<file path="config.mk">
export PLATFORM = sky130hd
export DESIGN_NAME = muldiv_unit
export DESIGN_NICKNAME = d
export VERILOG_FILES = /design/src/rtl/muldiv_pkg.sv /design/src/rtl/muldiv_step.sv /design/src/rtl/muldiv_unit.sv
export SDC_FILE = /design/constraint.sdc
export NUM_CORES = 1
export LEC_CHECK = 0
export CAP_MARGIN = 20
export CORE_ASPECT_RATIO = 1.1
export CORE_MARGIN = 2
export CORE_UTILIZATION = 50
export CTS_CLUSTER_DIAMETER = 100
export DETAILED_ROUTE_END_ITERATION = 7
export PLACE_DENSITY = 0.72
export SETUP_SLACK_MARGIN = 0.3
export SYNTH_ARGS = -nofsm -noshare
export SYNTH_HDL_FRONTEND = slang
export SYNTH_SLANG_ARGS = --single-unit
</file>
<file path="constraint.sdc">
create_clock -name w_clock -period 9.9 [get_ports w_clock]
set_input_delay 1.485 -clock w_clock [delete_from_list [all_inputs] [get_ports w_clock]]
set_output_delay 1.485 -clock w_clock [all_outputs]
set_load 0.1 [all_outputs]
</file>
<file path="src/rtl/muldiv_pkg.sv">
// ============================================================================
// Module  : muldiv_pkg
// Brief   : Shared op encodings and FSM state encoding for the mul/div unit.
// Config  : MULDIV_DIV_EN (see muldiv_unit) selects whether divide is built.
// Revision: 1.0 - initial release
// ============================================================================
`default_nettype none

package muldiv_pkg;

  // Operation select as presented on w_op_2
  typedef enum logic [1:0] {
    MD_MULT  = 2'b00,
    MD_MULTU = 2'b01,
    MD_DIV   = 2'b10,
    MD_DIVU  = 2'b11
  } md_op_e;

  // Sequencer states
  typedef enum logic [1:0] {
    ST_IDLE = 2'd0,
    ST_CALC = 2'd1,
    ST_FIX  = 2'd2,
    ST_DONE = 2'd3
  } md_state_e;

  // Signed ops take magnitudes up front and fix the sign afterwards
  function automatic logic op_is_signed(input md_op_e op);
    return (op == MD_MULT) || (op == MD_DIV);
  endfunction

  function automatic logic op_is_div(input md_op_e op);
    return (op == MD_DIV) || (op == MD_DIVU);
  endfunction

endpackage : muldiv_pkg

`default_nettype wire

</file>
<file path="src/rtl/muldiv_step.sv">
// ============================================================================
// Module  : muldiv_step
// Brief   : One iteration of the bit-serial datapath on the {hi,lo} pair.
//           Multiply: conditional add of the multiplicand into hi, then a
//           right shift of {carry,hi,lo}. Divide (only when MULDIV_DIV_EN is
//           defined): restoring step on magnitudes, quotient bits enter lo.
// Revision: 1.0 - initial release
// ============================================================================
`default_nettype none

module muldiv_step #(
  parameter int WIDTH = 32
) (
  input  logic             div_i,
  input  logic [WIDTH-1:0] hi_i,
  input  logic [WIDTH-1:0] lo_i,
  input  logic [WIDTH-1:0] opnd_i,
  output logic [WIDTH-1:0] hi_o,
  output logic [WIDTH-1:0] lo_o
);

  logic [WIDTH:0] mul_sum;

  // Shift-add: lo[0] is the current multiplier bit, carry lands in hi MSB
  always_comb begin
    mul_sum = {1'b0, hi_i} + (lo_i[0] ? {1'b0, opnd_i} : {(WIDTH+1){1'b0}});
  end

`ifdef MULDIV_DIV_EN
  logic [WIDTH:0]   div_sh;
  logic [WIDTH+1:0] div_diff;
  logic             unused_div_msb;

  // Partial remainder is always below the divisor, so a non-negative trial
  // difference fits back into WIDTH bits; its bit WIDTH is always zero.
  assign unused_div_msb = div_diff[WIDTH];

  // Restoring divide step when dividing, otherwise the multiply shift
  always_comb begin
    div_sh   = {hi_i, lo_i[WIDTH-1]};
    div_diff = {1'b0, div_sh} - {2'b00, opnd_i};
    if (div_i) begin
      if (!div_diff[WIDTH+1]) begin
        hi_o = div_diff[WIDTH-1:0];
        lo_o = {lo_i[WIDTH-2:0], 1'b1};
      end else begin
        hi_o = div_sh[WIDTH-1:0];
        lo_o = {lo_i[WIDTH-2:0], 1'b0};
      end
    end else begin
      hi_o = mul_sum[WIDTH:1];
      lo_o = {mul_sum[0], lo_i[WIDTH-1:1]};
    end
  end
`else
  logic unused_div_sel;

  // No divider in this build; divide ops simply run the multiply path
  assign unused_div_sel = div_i;

  // Multiply shift only
  always_comb begin
    hi_o = mul_sum[WIDTH:1];
    lo_o = {mul_sum[0], lo_i[WIDTH-1:1]};
  end
`endif

endmodule : muldiv_step

`default_nettype wire

</file>
<file path="src/rtl/muldiv_unit.sv">
// ============================================================================
// Module  : muldiv_unit
// Brief   : Multi-cycle MIPS-style MULT/MULTU/DIV/DIVU unit with HI/LO.
//           IDLE -> CALC (WIDTH cycles) -> FIX (sign fix) -> DONE -> IDLE.
// Config  : MULDIV_DIV_EN defined   -> DIV/DIVU implemented.
//           MULDIV_DIV_EN undefined -> divider absent; DIV/DIVU finish with
//           multiply latency, leave HI/LO alone and raise w_div_zero.
// Revision: 1.0 - initial release
// ============================================================================
`default_nettype none

module muldiv_unit
  import muldiv_pkg::*;
#(
  parameter int WIDTH = 32
) (
  input  logic             w_clock,
  input  logic             w_reset_n,
  input  logic             w_start,
  input  logic [1:0]       w_op_2,
  input  logic [WIDTH-1:0] w_input1_x,
  input  logic [WIDTH-1:0] w_input2_x,
  input  logic             w_mthi,
  input  logic             w_mtlo,
  input  logic             w_flush,
  output logic             w_busy,
  output logic             w_done,
  output logic [WIDTH-1:0] w_hi_x,
  output logic [WIDTH-1:0] w_lo_x,
  output logic             w_div_zero
);

`ifdef MULDIV_DIV_EN
  localparam bit DIV_EN = 1'b1;
`else
  localparam bit DIV_EN = 1'b0;
`endif
  localparam int CW = $clog2(WIDTH);

  md_state_e        state_q;
  md_op_e           op_q;
  logic [CW-1:0]    cnt_q;
  logic             neg1_q, neg2_q, dz_pend_q;
  logic [WIDTH-1:0] dvd_q, opnd_q, acc_hi_q, acc_lo_q, hi_q, lo_q;
  logic             busy_q, done_q, dz_q;

  md_op_e           op_in;
  logic             start_div, start_neg1, start_neg2;
  logic [WIDTH-1:0] mag1, mag2;
  logic [WIDTH-1:0] step_hi, step_lo;
  logic [2*WIDTH-1:0] prod_neg;
  logic             cur_div;

  assign op_in    = md_op_e'(w_op_2);
  assign cur_div  = op_is_div(op_q);
  assign prod_neg = -{acc_hi_q, acc_lo_q};

  assign w_busy     = busy_q;
  assign w_done     = done_q;
  assign w_hi_x     = hi_q;
  assign w_lo_x     = lo_q;
  assign w_div_zero = dz_q;

  // Operand magnitudes and signs captured at launch
  always_comb begin
    start_div  = op_is_div(op_in);
    start_neg1 = op_is_signed(op_in) & w_input1_x[WIDTH-1];
    start_neg2 = op_is_signed(op_in) & w_input2_x[WIDTH-1];
    mag1       = start_neg1 ? -w_input1_x : w_input1_x;
    mag2       = start_neg2 ? -w_input2_x : w_input2_x;
  end

  muldiv_step #(
    .WIDTH(WIDTH)
  ) u_step (
    .div_i (cur_div),
    .hi_i  (acc_hi_q),
    .lo_i  (acc_lo_q),
    .opnd_i(opnd_q),
    .hi_o  (step_hi),
    .lo_o  (step_lo)
  );

  // Sequencer, accumulators and architectural HI/LO with registered outputs
  always_ff @(posedge w_clock or negedge w_reset_n) begin
    if (!w_reset_n) begin
      state_q   <= ST_IDLE;
      op_q      <= MD_MULT;
      cnt_q     <= '0;
      neg1_q    <= 1'b0;
      neg2_q    <= 1'b0;
      dz_pend_q <= 1'b0;
      dvd_q     <= '0;
      opnd_q    <= '0;
      acc_hi_q  <= '0;
      acc_lo_q  <= '0;
      hi_q      <= '0;
      lo_q      <= '0;
      busy_q    <= 1'b0;
      done_q    <= 1'b0;
      dz_q      <= 1'b0;
    end else begin
      done_q <= 1'b0;
      dz_q   <= 1'b0;
      if (w_flush) begin
        // Abort wins over everything, including a same-cycle start
        state_q   <= ST_IDLE;
        busy_q    <= 1'b0;
        dz_pend_q <= 1'b0;
      end else begin
        case (state_q)
          ST_IDLE: begin
            if (w_mthi) hi_q <= w_input1_x;
            if (w_mtlo) lo_q <= w_input1_x;
            if (w_start) begin
              op_q      <= op_in;
              dvd_q     <= w_input1_x;
              neg1_q    <= start_neg1;
              neg2_q    <= start_neg2;
              acc_hi_q  <= '0;
              // Divide iterates on the dividend, multiply on the multiplier
              acc_lo_q  <= start_div ? mag1 : mag2;
              opnd_q    <= start_div ? mag2 : mag1;
              cnt_q     <= CW'(WIDTH - 1);
              dz_pend_q <= 1'b0;
              busy_q    <= 1'b1;
              state_q   <= ST_CALC;
            end
          end
          ST_CALC: begin
            acc_hi_q <= step_hi;
            acc_lo_q <= step_lo;
            if (cnt_q == '0) state_q <= ST_FIX;
            else             cnt_q   <= cnt_q - CW'(1);
          end
          ST_FIX: begin
            busy_q  <= 1'b0;
            state_q <= ST_DONE;
            if (!cur_div) begin
              if (neg1_q ^ neg2_q) {acc_hi_q, acc_lo_q} <= prod_neg;
            end else if (!DIV_EN) begin
              dz_pend_q <= 1'b1;
            end else if (opnd_q == '0) begin
              acc_hi_q  <= dvd_q;
              acc_lo_q  <= '1;
              dz_pend_q <= 1'b1;
            end else begin
              // Quotient truncates toward zero; remainder follows the dividend
              if (neg1_q ^ neg2_q) acc_lo_q <= -acc_lo_q;
              if (neg1_q)          acc_hi_q <= -acc_hi_q;
            end
          end
          ST_DONE: begin
            if (!(cur_div && !DIV_EN)) begin
              hi_q <= acc_hi_q;
              lo_q <= acc_lo_q;
            end
            done_q  <= 1'b1;
            dz_q    <= dz_pend_q;
            state_q <= ST_IDLE;
          end
          default: state_q <= ST_IDLE;
        endcase
      end
    end
  end

endmodule : muldiv_unit

`default_nettype wire

</file>
### Word level (Yosys, flattened, before mapping)

Index checks and enable logic that the tools add are counted.

| cells by class | value |
|---|---|
| add/sub/neg operators | 5 |
| div/mod/pow operators | 0 |
| equal/unequal tests | 17 |
| bitwise operators | 4 |
| reduce and logical (&&, ||, !) cells | 18 |
| order comparisons | 0 |
| multipliers | 0 |
| muxes and demuxes | 37 |
| shift operators | 0 |

Operator list:

| operator | count |
|---|---|
| two-way mux 32 bit | 15 |
| case mux 32 bit (3 select lines) | 2 |
| case mux 32 bit (2 select lines) | 2 |
| negation 32 bit | 2 |
| negation 64 bit | 1 |
| adder 32 x 33 -> 33 bit | 1 |
| inequality test 2 bit (second input constant) | 7 |
| equality test 2 bit (second input constant) | 6 |
| AND reduction 4 bit | 3 |
| two-way mux 5 bit | 2 |
| case mux 5 bit (2 select lines) | 1 |
| two-way mux 1 bit | 9 |
| inequality test 3 bit (second input constant) | 3 |
| case mux 2 bit (4 select lines) | 1 |
| two-way mux 2 bit | 3 |
| AND reduction 3 bit | 2 |
| nonzero test 3 bit | 2 |
| logical NOT 5 bit | 1 |
| AND reduction 5 bit | 1 |
| subtractor 5 x 1 -> 5 bit (second input constant) | 1 |
| logical NOT 2 bit | 2 |
| case mux 1 bit (2 select lines) | 2 |
| AND reduction 2 bit | 2 |
| nonzero test 2 bit | 2 |
| other kinds (5) | 8 |

| word-level totals | value |
|---|---|
| output and inout bits | 67 |
| latch bits | 0 |
| RAM bits | 0 |
| input port bits | 72 |
| bits in read-only memories | 0 |
| logic and storage cells | 95 |
| register bits | 175 |
| memories | 0 |

### Depth between registers and ports, before layout

Gate-level depths: netlist of the first run.

| depth | value |
|---|---|
| depth in word-level cells | 7 |
| mapped depth | 13 |
| gate-level depth less buffers | 11 |

### By module

From an unflattened synthesis of the first run, not the netlist that was laid out.

| unflattened totals | value |
|---|---|
| cell total of the unflattened synthesis | 1639 |
| area, all modules | 13142.6 µm² |

Modules (own cells, without submodules):

| module | sequential area each (µm²) | area each (µm²) | cells an instance | times used |
|---|---|---|---|---|
| muldiv_unit | 4354.2 | 11085.6 | 1358 | 1 |
| muldiv_step | 0.0 | 2057.0 | 281 | 1 |

### Worst setup path before layout of the first run

No wires, ideal clock.

| timing | value |
|---|---|
| path kind | input port to flip-flop |
| from | in w_input2_x[5] |
| to | reg acc_lo_q[22] |
| data required time | 9.810 ns |
| path buffers | 0 |
| arrival time | 3.598 ns |
| setup slack | 6.212 ns |
| cell stages on the path | 8 |
| library setup time | 0.090 ns |
| cell sequence | or4_1 or4_1 nor3_1 and2_1 a21oi_1 xnor2_1 mux2_2 o221ai_1 |

| between the ends | value |
|---|---|
| longest elaborated chain between the ends | 5 |

Ends and longest elaborated chain:

| element | RTL line | source |
|---|---|---|
| from (decl) | muldiv_unit.sv:22 | `input logic [WIDTH-1:0] w_input2_x,` |
| negation 32 bit | muldiv_unit.sv:70 | `mag2 = start_neg2 ? -w_input2_x : w_input2_x;` |
| two-way mux 32 bit | muldiv_unit.sv:70 |  |
| two-way mux 32 bit | muldiv_unit.sv:122 | `acc_lo_q <= start_div ? mag1 : mag2;` |
| two-way mux 32 bit | muldiv_unit.sv:115 | `if (w_start) begin` |
| case mux 32 bit (3 select lines) | muldiv_unit.sv:111 | `case (state_q)` |
| to (signal assigned) | muldiv_unit.sv:122 |  |
| to (signal assigned) | muldiv_unit.sv:132 | `acc_lo_q <= step_lo;` |
| to (signal assigned) | muldiv_unit.sv:140 | `if (neg1_q ^ neg2_q) {acc_hi_q, acc_lo_q} <= prod_neg;` |
| to (decl) | muldiv_unit.sv:44 | `logic [WIDTH-1:0] dvd_q, opnd_q, acc_hi_q, acc_lo_q, hi_q, lo_q;` |

Every way passes these cells. The select of a mux whose other input is x is not followed.
A chain may end at the register's enable or synchronous reset.

### Worst setup path after layout of the first run

| timing | value |
|---|---|
| from | in w_input2_x[3] |
| to | reg acc_lo_q[22] |

The elaborated chain is that of the path after synthesis.

==> reports/qor.csv, run 1 <==
stage,metric,value,unit
status,status,"finished, final reports clean",
placement,cell count after placement,1950,
detailed_routing,initial DRC count,1253,
timing,Final TNS setup,0,ns
placement,"worst slack, placed",5.25,ns
synthesis,xor and xnor area share after synthesis,0.0656,
detailed_routing,final wirelength,42.5,mm
timing,Final WS setup,5.56,ns
power,pwr dens,350,nW/um^2
synthesis,syn_nets,1713,
finish,"commonest non-fill, non-tap cell in the layout",a21oi_1,
synthesis,largest family of logic cells by synthesized area,compound AO/OA/AOI/OAI gates,
detailed_routing,DR WL/cell,21.5,microns
detailed_routing,Vias,12600,
global_route,largest net degree at the start of global routing,102,
global_route,GRT overflow,0,
timing,final hold violations,0,
synthesis,Synth Area in Simple Gates,0.227,
floorplanning,CORE AREA,24500,sq um
clock_tree,clk buf depth,2,
clock_tree,Clock Latency Late Sink,0.45,ns
worst_setup_path,endpoint class of the critical path,register,
finish,# diodes,0,
clock_tree,"Reg clk slew, reported paths",0.07,ns
synthesis,Post-Syn Instances,1598,
synthesis,"Async S/R FF share, synth",1.00,
hold_path,Hold WC Path Type,register to register,
worst_setup_path,WP data arrival,4.68,ns
placement,routability cong.,0.959,
placement,Port Buf Inserts,138,
worst_setup_path,worst path required time,10.24,ns
clock_tree,hold_buf cts,0,
power,Lkg Pwr,5.87,nW
timing,crit path time final,4.34,ns
floorplanning,Starting Density,0.512,
timing,slew margin rel.,0.312,
floorplanning,Die W,155,microns
timing,worst-margin pin slew,1.03,ns
synthesis,"Distinct cells, synth",73,
finish,most frequent cells in the layout,"a21oi_1 (244), nor2_1 (186), dfrtp_1 (174)",
synthesis,mapped cell area,12600,sq um
synthesis,adder-cell share of the synthesized area,0.0434,
floorplanning,Die Span Y,170,microns
synthesis,"flops & latches, synth",174,
timing,# setup viols final,0,
detailed_routing,DRT Pass-1 Iters,5,
floorplanning,FP Rows,60,
worst_setup_path,crit path max fanout,5,
worst_setup_path,Startpoint Class,input port,
finish,Total Nets Final,1775,
clock_tree,CTS buffer count,17,
finish,fin cells,1982,
detailed_routing,via density per instance,6.37,
run,Max Cap Viol,0,
clock_tree,CTS tree,built,
detailed_routing,Residual DRC,0,
placement,hpwl dp,31.3,mm
detailed_routing,ANT nets after route,0,
clock_tree,# Post-CTS Setup Buffers,0,
synthesis,Synth Area in Compound Gates,0.264,
finish,FF+latch area,4350,sq um
synthesis,number of flops mapped to enable cells by yosys,0,
timing,Final Max Tran Viols,0,
synthesis,yosys warns,0,
global_route,number of global-route vias before repair,11600,
synthesis,fraction of synthesized area in multiplexers,0.00727,
global_route,first-pass GRT wire length,65.0,mm
synthesis,"Top FF cell, synth",dfrtp_1,
synthesis,sequential area share after synthesis,0.347,
finish,Multi-input gate area,7650,sq um
clock_tree,clock sinks,174,
worst_setup_path,Crit Path Class,input port to register,
floorplanning,Top Ports,139,
timing,RSZ-0062 raised after global routing,no,
timing,fmax,230,MHz
clock_tree,H-tree Lvls,4,
clock_tree,post-cts resize count,0,
clock_tree,CTS root buffer,clkbuf_16,
power,VDD IR max,0.335,mV
global_route,Total GRT Usage,0.318,
finish,P&R area growth vs syn,16.2,%
finish,layout cells sized above 1,0.0461,
timing,Clock Skews,0.0192,ns
timing,period utilization,0.438,
floorplanning,die area,26400,sq um
synthesis,synthesized area per cell,7.86,sq um
global_route,initial antenna violation count,0,
finish,FILL cells,2273,
-- registers in the layout, summed over array words and instances (netlist names) --
signal,flops
op_q,1
w_done,1
state_q,2
w_div_zero,1
neg1_q,1
w_lo_x,32
w_busy,1
neg2_q,1
cnt_q,5
acc_lo_q,32
w_hi_x,32
acc_hi_q,32
dz_pend_q,1
opnd_q,32
-- where the power goes --
part | switching, mW | leakage (nW) | internal, mW | total (mW)
Clock | 0.322 | 0.258 | 0.332 | 0.654
Sequential | 0.425 | 2.11 | 1.03 | 1.46
Combinational | 2.13 | 3.50 | 0.865 | 3.00
Total | 2.88 | 5.87 | 2.23 | 5.11
-- cell type report --
cell class | count | area share
clock inverter | 13 | 0.00712
clock buffer | 18 | 0.0301
multi-input combinational | 1273 | 0.524
sequential | 174 | 0.298
tap | 310 | 0.0266
timing repair buffer | 154 | 0.103
inverter | 40 | 0.0103
-- routing by layer --
| metal | track usage | vias to the layer above | wire, microns |
|---|---|---|---|
| met3 | 0.0443 | 102 | 2830 |
| li1 | - | 5927 | - |
| met4 | 0.148 | 0 | 2060 |
| met5 | 0 | - | 0 |
| met2 | 0.546 | 564 | 20700 |
| met1 | 0.396 | 6033 | 17000 |
-- worst max-delay path, cell delays in order --
cell,delay (ns)
clkdlybuf4s50_1,0.47
or4_1,0.59
or4_1,0.55
nor3_1,0.52
and2_1,0.33
a21oi_1,0.11
xnor2_1,0.19
mux2_2,0.27
o221ai_1,0.17
-- path summary, 6_finish.rpt --
check | slack, ns | cells after the start | from | to
setup / recovery | 5.56 | 9 | w_input2_x[3] | acc_lo_q[22]
hold / removal | 0.47 | 2 | opnd_q[15] | opnd_q[15]
setup reg to reg | 5.82 | 11 | acc_lo_q[0] | acc_hi_q[26]
hold reg to reg | 0.47 | 2 | opnd_q[15] | opnd_q[15]
max in group asynchronous | 6.93 | 3 | w_reset_n | acc_hi_q[4]
min in group asynchronous | 0.97 | 1 | w_reset_n | acc_hi_q[27]
-- synth_stat cells (17+ instances only) --
| cell | number | area share |
|---|---|---|
| and2_1 | 39 | 0.019 |
| xor2_1 | 39 | 0.027 |
| a21oi_1 | 246 | 0.098 |
| inv_1 | 39 | 0.012 |
| o21ai_0 | 118 | 0.047 |
| nor2b_1 | 38 | 0.019 |
| dfrtp_1 | 174 | 0.35 |
| or3_1 | 17 | 0.0085 |
| nor3_1 | 53 | 0.021 |
| nand2_1 | 132 | 0.039 |
| ha_1 | 42 | 0.042 |
| nor2_1 | 186 | 0.056 |
| o221ai_1 | 27 | 0.019 |
| nor4_1 | 23 | 0.011 |
| xnor2_1 | 55 | 0.038 |
| clkbuf_1 | 104 | 0.031 |
| nand3_1 | 18 | 0.0072 |
-- stage by stage --
step                hold WS, ns  total power, mW  instance area, sq um  utilization
finish                    0.468             5.11                 14600        0.594
global route              0.495             5.37                 14600        0.594
CTS                       0.465             5.08                 14600        0.594
detailed placement        0.449             4.43                 14000        0.572
global placement          0.445             4.38                 14000        0.571
floorplan                 0.431             3.56                 12600            -
-- logic make-up after synthesis --
group | count (synthesis)
flops | 174
simple gates | 580
compound gates | 547
mux | 9
xor+xnor | 94
fa+ha+maj | 43
buf+inv | 151
(Power assumes the default switching activity.)
==> run 2, diff against run 1 <==
Clock period 9.9 ns to 4.1 ns, I/O delays scaled along.
==> run 2 against run 1 <==
Compared with the run above:
- register-to-register slack worse by 5.2 ns
- worst hold slack about the same
- highest routed layer unchanged
- global-route usage increased by 0.74 points
- cell count up 1.3%
- largest power group unchanged
- utilization rose by 0.95 points
- worst setup slack got worse by 5.0 ns
==> reports/qor.csv, run 2 (same netlist as run 1, synthesis figures left out) <==
stage,metric,value,unit
timing,fmax,285,MHz
worst_setup_path,r2r startpoint,acc_lo_q[0],
timing,Clock Skews,0.0127,ns
detailed_routing,Vias,12800,
timing,Final Max Tran Viols,0,
clock_tree,H-tree Lvls,4,
worst_setup_path,endpoint class of the critical path,register,
clock_tree,CTS buffer count,17,
placement,hpwl dp,31.9,mm
worst_setup_path,Worst path slowest cell,dfrtp_1,
floorplanning,Die Span Y,170,microns
placement,placed cell area,14200,sq um
timing,period utilization,0.857,
worst_setup_path,reg2reg setup slack,0.59,ns
clock_tree,Clock Latency Late Sink,0.45,ns
timing,RSZ-0062 raised after global routing,no,
global_route,number of global-route vias before repair,12200,
detailed_routing,DRT Pass-1 Iters,6,
power,VDD IR max,0.716,mV
timing,Final TNS setup,0,ns
detailed_routing,final wirelength,43.1,mm
timing,worst-margin pin slew,1.03,ns
global_route,GRT overflow,0,
placement,Port Buf Inserts,138,
placement,"worst slack, placed",0.524,ns
clock_tree,"Reg clk slew, reported paths",0.07,ns
worst_setup_path,largest stage delay on the critical path,0.51,ns
timing,Final WS setup,0.587,ns
clock_tree,CTS root buffer,clkbuf_16,
worst_setup_path,crit path max fanout,14,
worst_setup_path,FF-to-FF path depth,11,
floorplanning,CORE AREA,24500,sq um
worst_setup_path,reg2reg end,acc_hi_q[27],
hold_path,Hold Crit Start,opnd_q[19],
hold_path,end of the worst hold path,opnd_q[19],
finish,layout cells sized above 1,0.0595,
detailed_routing,via density per instance,6.38,
power,Lkg Pwr,6.01,nW
clock_tree,clock sinks,174,
timing,final hold violations,0,
clock_tree,post-cts resize count,0,
floorplanning,die area,26400,sq um
finish,"commonest non-fill, non-tap cell in the layout",a21oi_1,
detailed_routing,Residual DRC,0,
worst_setup_path,Startpoint Class,register,
global_route,largest net degree at the start of global routing,105,
run,Max Cap Viol,0,
floorplanning,Die W,155,microns
finish,fin area,14800,sq um
global_route,initial antenna violation count,1,
worst_setup_path,worst path required time,4.48,ns
global_route,Total GRT Usage,0.325,
timing,crit path time final,3.51,ns
global_route,first-pass GRT wire length,66.9,mm
clock_tree,CTS tree,built,
finish,"Core Util, Final",0.604,
worst_setup_path,crit-path cells,and2_1 > ha_1 > fa_1 > a211oi_1 > o21ai_0 > o2111ai_1 > a31oi_1 > o211ai_1 > nand2b_1 > or3_1 > nand3_1,
clock_tree,clk buf depth,2,
finish,P&R area growth vs syn,18.1,%
detailed_routing,DR WL/cell,21.5,microns
status,status,"finished, final reports clean",
worst_setup_path,Crit Path Class,register to register,
detailed_routing,initial DRC count,1250,
power,pwr dens,841,nW/um^2
timing,slew margin rel.,0.309,
detailed_routing,ANT nets after route,0,
timing,# setup viols final,0,
floorplanning,Starting Density,0.512,
hold_path,Hold WC Path Type,register to register,
placement,routability cong.,0.980,
hold_path,WHS Path Cells,2,
floorplanning,Top Ports,139,
finish,Total Nets Final,1799,
power,overall power,12.5,mW
floorplanning,FP Rows,60,
worst_setup_path,WP data arrival,3.89,ns
finish,most frequent cells in the layout,"a21oi_1 (244), nor2_1 (186), dfrtp_1 (174)",
-- run 2: changes by cell type in the layout (fill, tap and decap cells not counted) --
cell,delta
buf_12,+1
buf_16,+1
buf_4,+22
buf_8,-1
clkbuf_8,-1
clkinv_2,-1
clkinv_4,+1
clkinvlp_4,-1
diode_2,+1
dlygate4sd3_1,+1
inv_6,-3
inv_8,+6
-- run 2: stage by stage --
stage               instances  hold slack (ns)
floorplan                1598            0.319
global placement         1973            0.447
detailed placement       1973            0.453
CTS                      2005            0.341
global route             2008            0.486
finish                   2008            0.468
-- run 2: worst max path at each step --
stage                       start           end  slack, ns
finish                acc_lo_q[0]  acc_hi_q[27]       0.59
floorplan             acc_lo_q[0]  acc_hi_q[26]       0.83
CTS                   acc_lo_q[0]  acc_hi_q[27]       0.71
global placement    w_input2_x[3]    opnd_q[27]       0.59
global route          acc_lo_q[0]  acc_hi_q[17]       0.46
detailed placement  w_input2_x[3]  acc_lo_q[22]       0.52
-- run 2: per-layer routing --
metal	GRT usage	up-vias	part of all wire
met2	0.545	626	0.48
met1	0.413	6095	0.40
met5	0	-	0
met3	0.0476	107	0.073
met4	0.157	0	0.049
li1	-	5979	-
-- run 2: area by class of cell --
cell class                      count  area, sq um
Timing Repair Buffer              178         1710
Multi-Input combinational cell   1273         7650
Sequential cell                   174         4350
Fill cell                        2207         9720
Tap cell                          310          388
Clock inverter                     15          141
Inverter                           40          150
Antenna cell                        1         2.50
Clock buffer                       17          425
-- run 2: worst max-delay path: cells and delay by family, from the launching register on --
family	cells	cell delay, ns
simple gates	4	0.85
flops	1	0.51
fa+ha+maj	2	0.67
compound gates	5	1.43
-- run 2: power by group --
| part | total [mW] | internal (mW) | switching [mW] | leakage [nW] |
|---|---|---|---|---|
| clock network | 1.63 | 0.810 | 0.820 | 0.274 |
| logic | 7.35 | 2.15 | 5.20 | 3.63 |
| registers | 3.49 | 2.49 | 1.00 | 2.11 |
| total | 12.5 | 5.45 | 7.02 | 6.01 |
-- run 2: repair_timing --
| item | CTS | global route |
|---|---|---|
| setup endpoints to repair | 0 | 0 |
| setup buffers | 0 | 0 |
| endpoints found under the hold margin | 0 | 4 |
| hold buffers | 0 | 1 |
==> run 3, diff against run 2 <==
Settings changed: PLACE_DENSITY 0.72 to 0.78, SKIP_CTS_REPAIR_TIMING from default to 1.
==> run 3 against run 2 <==
Compared with the run above:
- die area is the same
- worst setup slack lost 0.018 ns
- first-iteration DRC count grew 27%
- power grew 0.22%
- worst hold slack lost 0.29 ns
- utilization is essentially flat
- cell count is essentially flat
- non-clock buffer count shrank 1
- flip-flop and latch count is the same
- global-route usage grew 0.076 points
- critical path depth is the same
==> reports/qor.csv, run 3 (same netlist as run 1, synthesis figures left out) <==
stage,metric,value,unit
worst_setup_path,crit path max fanout,14,
finish,fin cells,2006,
worst_setup_path,worst path required time,4.42,ns
detailed_routing,final wirelength,42.9,mm
global_route,initial antenna violation count,0,
placement,routability cong.,0.973,
finish,# diodes,0,
timing,# setup viols final,0,
timing,fmax,283,MHz
finish,Total Nets Final,1798,
clock_tree,CTS buffer count,17,
finish,most frequent cells in the layout,"a21oi_1 (244), nor2_1 (186), dfrtp_1 (173)",
worst_setup_path,Crit Path Class,register to register,
finish,FF+latch area,4360,sq um
worst_setup_path,Startpoint Class,register,
placement,Port Buf Inserts,138,
worst_setup_path,reg2reg setup slack,0.57,ns
finish,layout cells sized above 1,0.0596,
worst_setup_path,FF-to-FF path depth,11,
worst_setup_path,r2r startpoint,acc_lo_q[0],
timing,Final Max Tran Viols,0,
finish,fin area,14800,sq um
global_route,number of global-route vias before repair,12400,
timing,period utilization,0.861,
hold_path,Hold WC Path Type,input port to async pin,
clock_tree,clock sinks,174,
finish,"commonest non-fill, non-tap cell in the layout",a21oi_1,
power,pwr dens,843,nW/um^2
floorplanning,die area,26400,sq um
floorplanning,Starting Density,0.512,
clock_tree,H-tree Lvls,4,
power,overall power,12.5,mW
timing,final hold violations,0,
clock_tree,CTS tree,built,
timing,Final TNS setup,0,ns
power,VDD IR max,0.675,mV
timing,worst-margin pin slew,1.00,ns
placement,placed cell area,14200,sq um
timing,Final WS setup,0.569,ns
status,status,"finished, final reports clean",
detailed_routing,DRT Pass-1 Iters,7,
placement,"worst slack, placed",0.458,ns
worst_setup_path,WP data arrival,3.85,ns
power,Lkg Pwr,6.01,nW
clock_tree,CTS root buffer,clkbuf_16,
clock_tree,"Reg clk slew, reported paths",0.08,ns
clock_tree,clk buf depth,2,
timing,Min Hold Slack,0.175,ns
placement,hpwl dp,31.5,mm
timing,crit path time final,3.53,ns
timing,RSZ-0062 raised after global routing,no,
timing,Clock Skews,0.0129,ns
placement,cell count after placement,1974,
global_route,first-pass GRT wire length,67.4,mm
floorplanning,Die Span Y,170,microns
detailed_routing,ANT nets after route,0,
run,Max Cap Viol,0,
finish,Multi-input gate area,7650,sq um
floorplanning,Die W,155,microns
detailed_routing,Residual DRC,0,
global_route,largest net degree at the start of global routing,102,
detailed_routing,via density per instance,6.45,
finish,FILL cells,2175,
worst_setup_path,endpoint class of the critical path,register,
detailed_routing,initial DRC count,1583,
global_route,Total GRT Usage,0.326,
finish,"Core Util, Final",0.604,
detailed_routing,DR WL/cell,21.4,microns
global_route,GRT overflow,0,
floorplanning,FP Rows,60,
floorplanning,CORE AREA,24500,sq um
timing,slew margin rel.,0.331,
detailed_routing,Vias,12900,
clock_tree,Clock Latency Late Sink,0.45,ns
worst_setup_path,reg2reg end,acc_hi_q[26],
floorplanning,Top Ports,139,
finish,P&R area growth vs syn,18.0,%
==> run 3: changes by cell type in the layout (fill, tap and decap cells not counted), sizes merged <==
cell / change
inv: -3
dlygate4sd3: -1
clkbuf: +1
clkinvlp: -3
clkinv: +5
diode: -1
==> run 3: power breakdown <==
| group | leakage [nW] | switching (mW) | internal [mW] |
|---|---|---|---|
| registers | 2.11 | 1.02 | 2.49 |
| clock network | 0.290 | 0.843 | 0.824 |
| logic | 3.61 | 5.17 | 2.15 |
==> run 3: critical path, cell delays in order, from the launching register on <==
cell      delay, ns
dfrtp_2        0.50
and2_1         0.20
ha_1           0.29
a211oi_1       0.33
o211ai_1       0.18
a41oi_1        0.42
o31ai_1        0.14
buf_4          0.17
a211oi_1       0.28
o21ai_0        0.29
nor4b_1        0.24
or3_1          0.36
==> run 3: layout make-up <==
cell class / count / area share
Timing Repair Buffer: 177 / 0.114
Tap cell: 310 / 0.0262
Clock buffer: 18 / 0.0289
Multi-Input combinational cell: 1273 / 0.516
Inverter: 40 / 0.0101
Clock inverter: 14 / 0.0113
Sequential cell: 174 / 0.294
==> run 3: layer usage <==
metal	routed length (microns)	GRT usage	up-vias	part of all wire
met1	16200	0.411	6086	0.38
li1	-	-	5959	-
met4	2480	0.178	0	0.058
met2	20400	0.536	745	0.48
met5	0	0	-	0
met3	3790	0.0527	151	0.088
==> run 3: worst max path at each step <==
stage,startpoint,end,slack [ns],depth (start not counted)
after CTS,acc_lo_q[0],acc_hi_q[26],0.55,11
final,acc_lo_q[0],acc_hi_q[26],0.57,11
after global routing,acc_lo_q[0],acc_hi_q[26],0.36,11
after detailed placement,w_input2_x[3],acc_lo_q[27],0.46,8
after floorplan,acc_lo_q[0],acc_hi_q[26],0.83,12
after global placement,w_input2_x[3],opnd_q[27],0.53,8
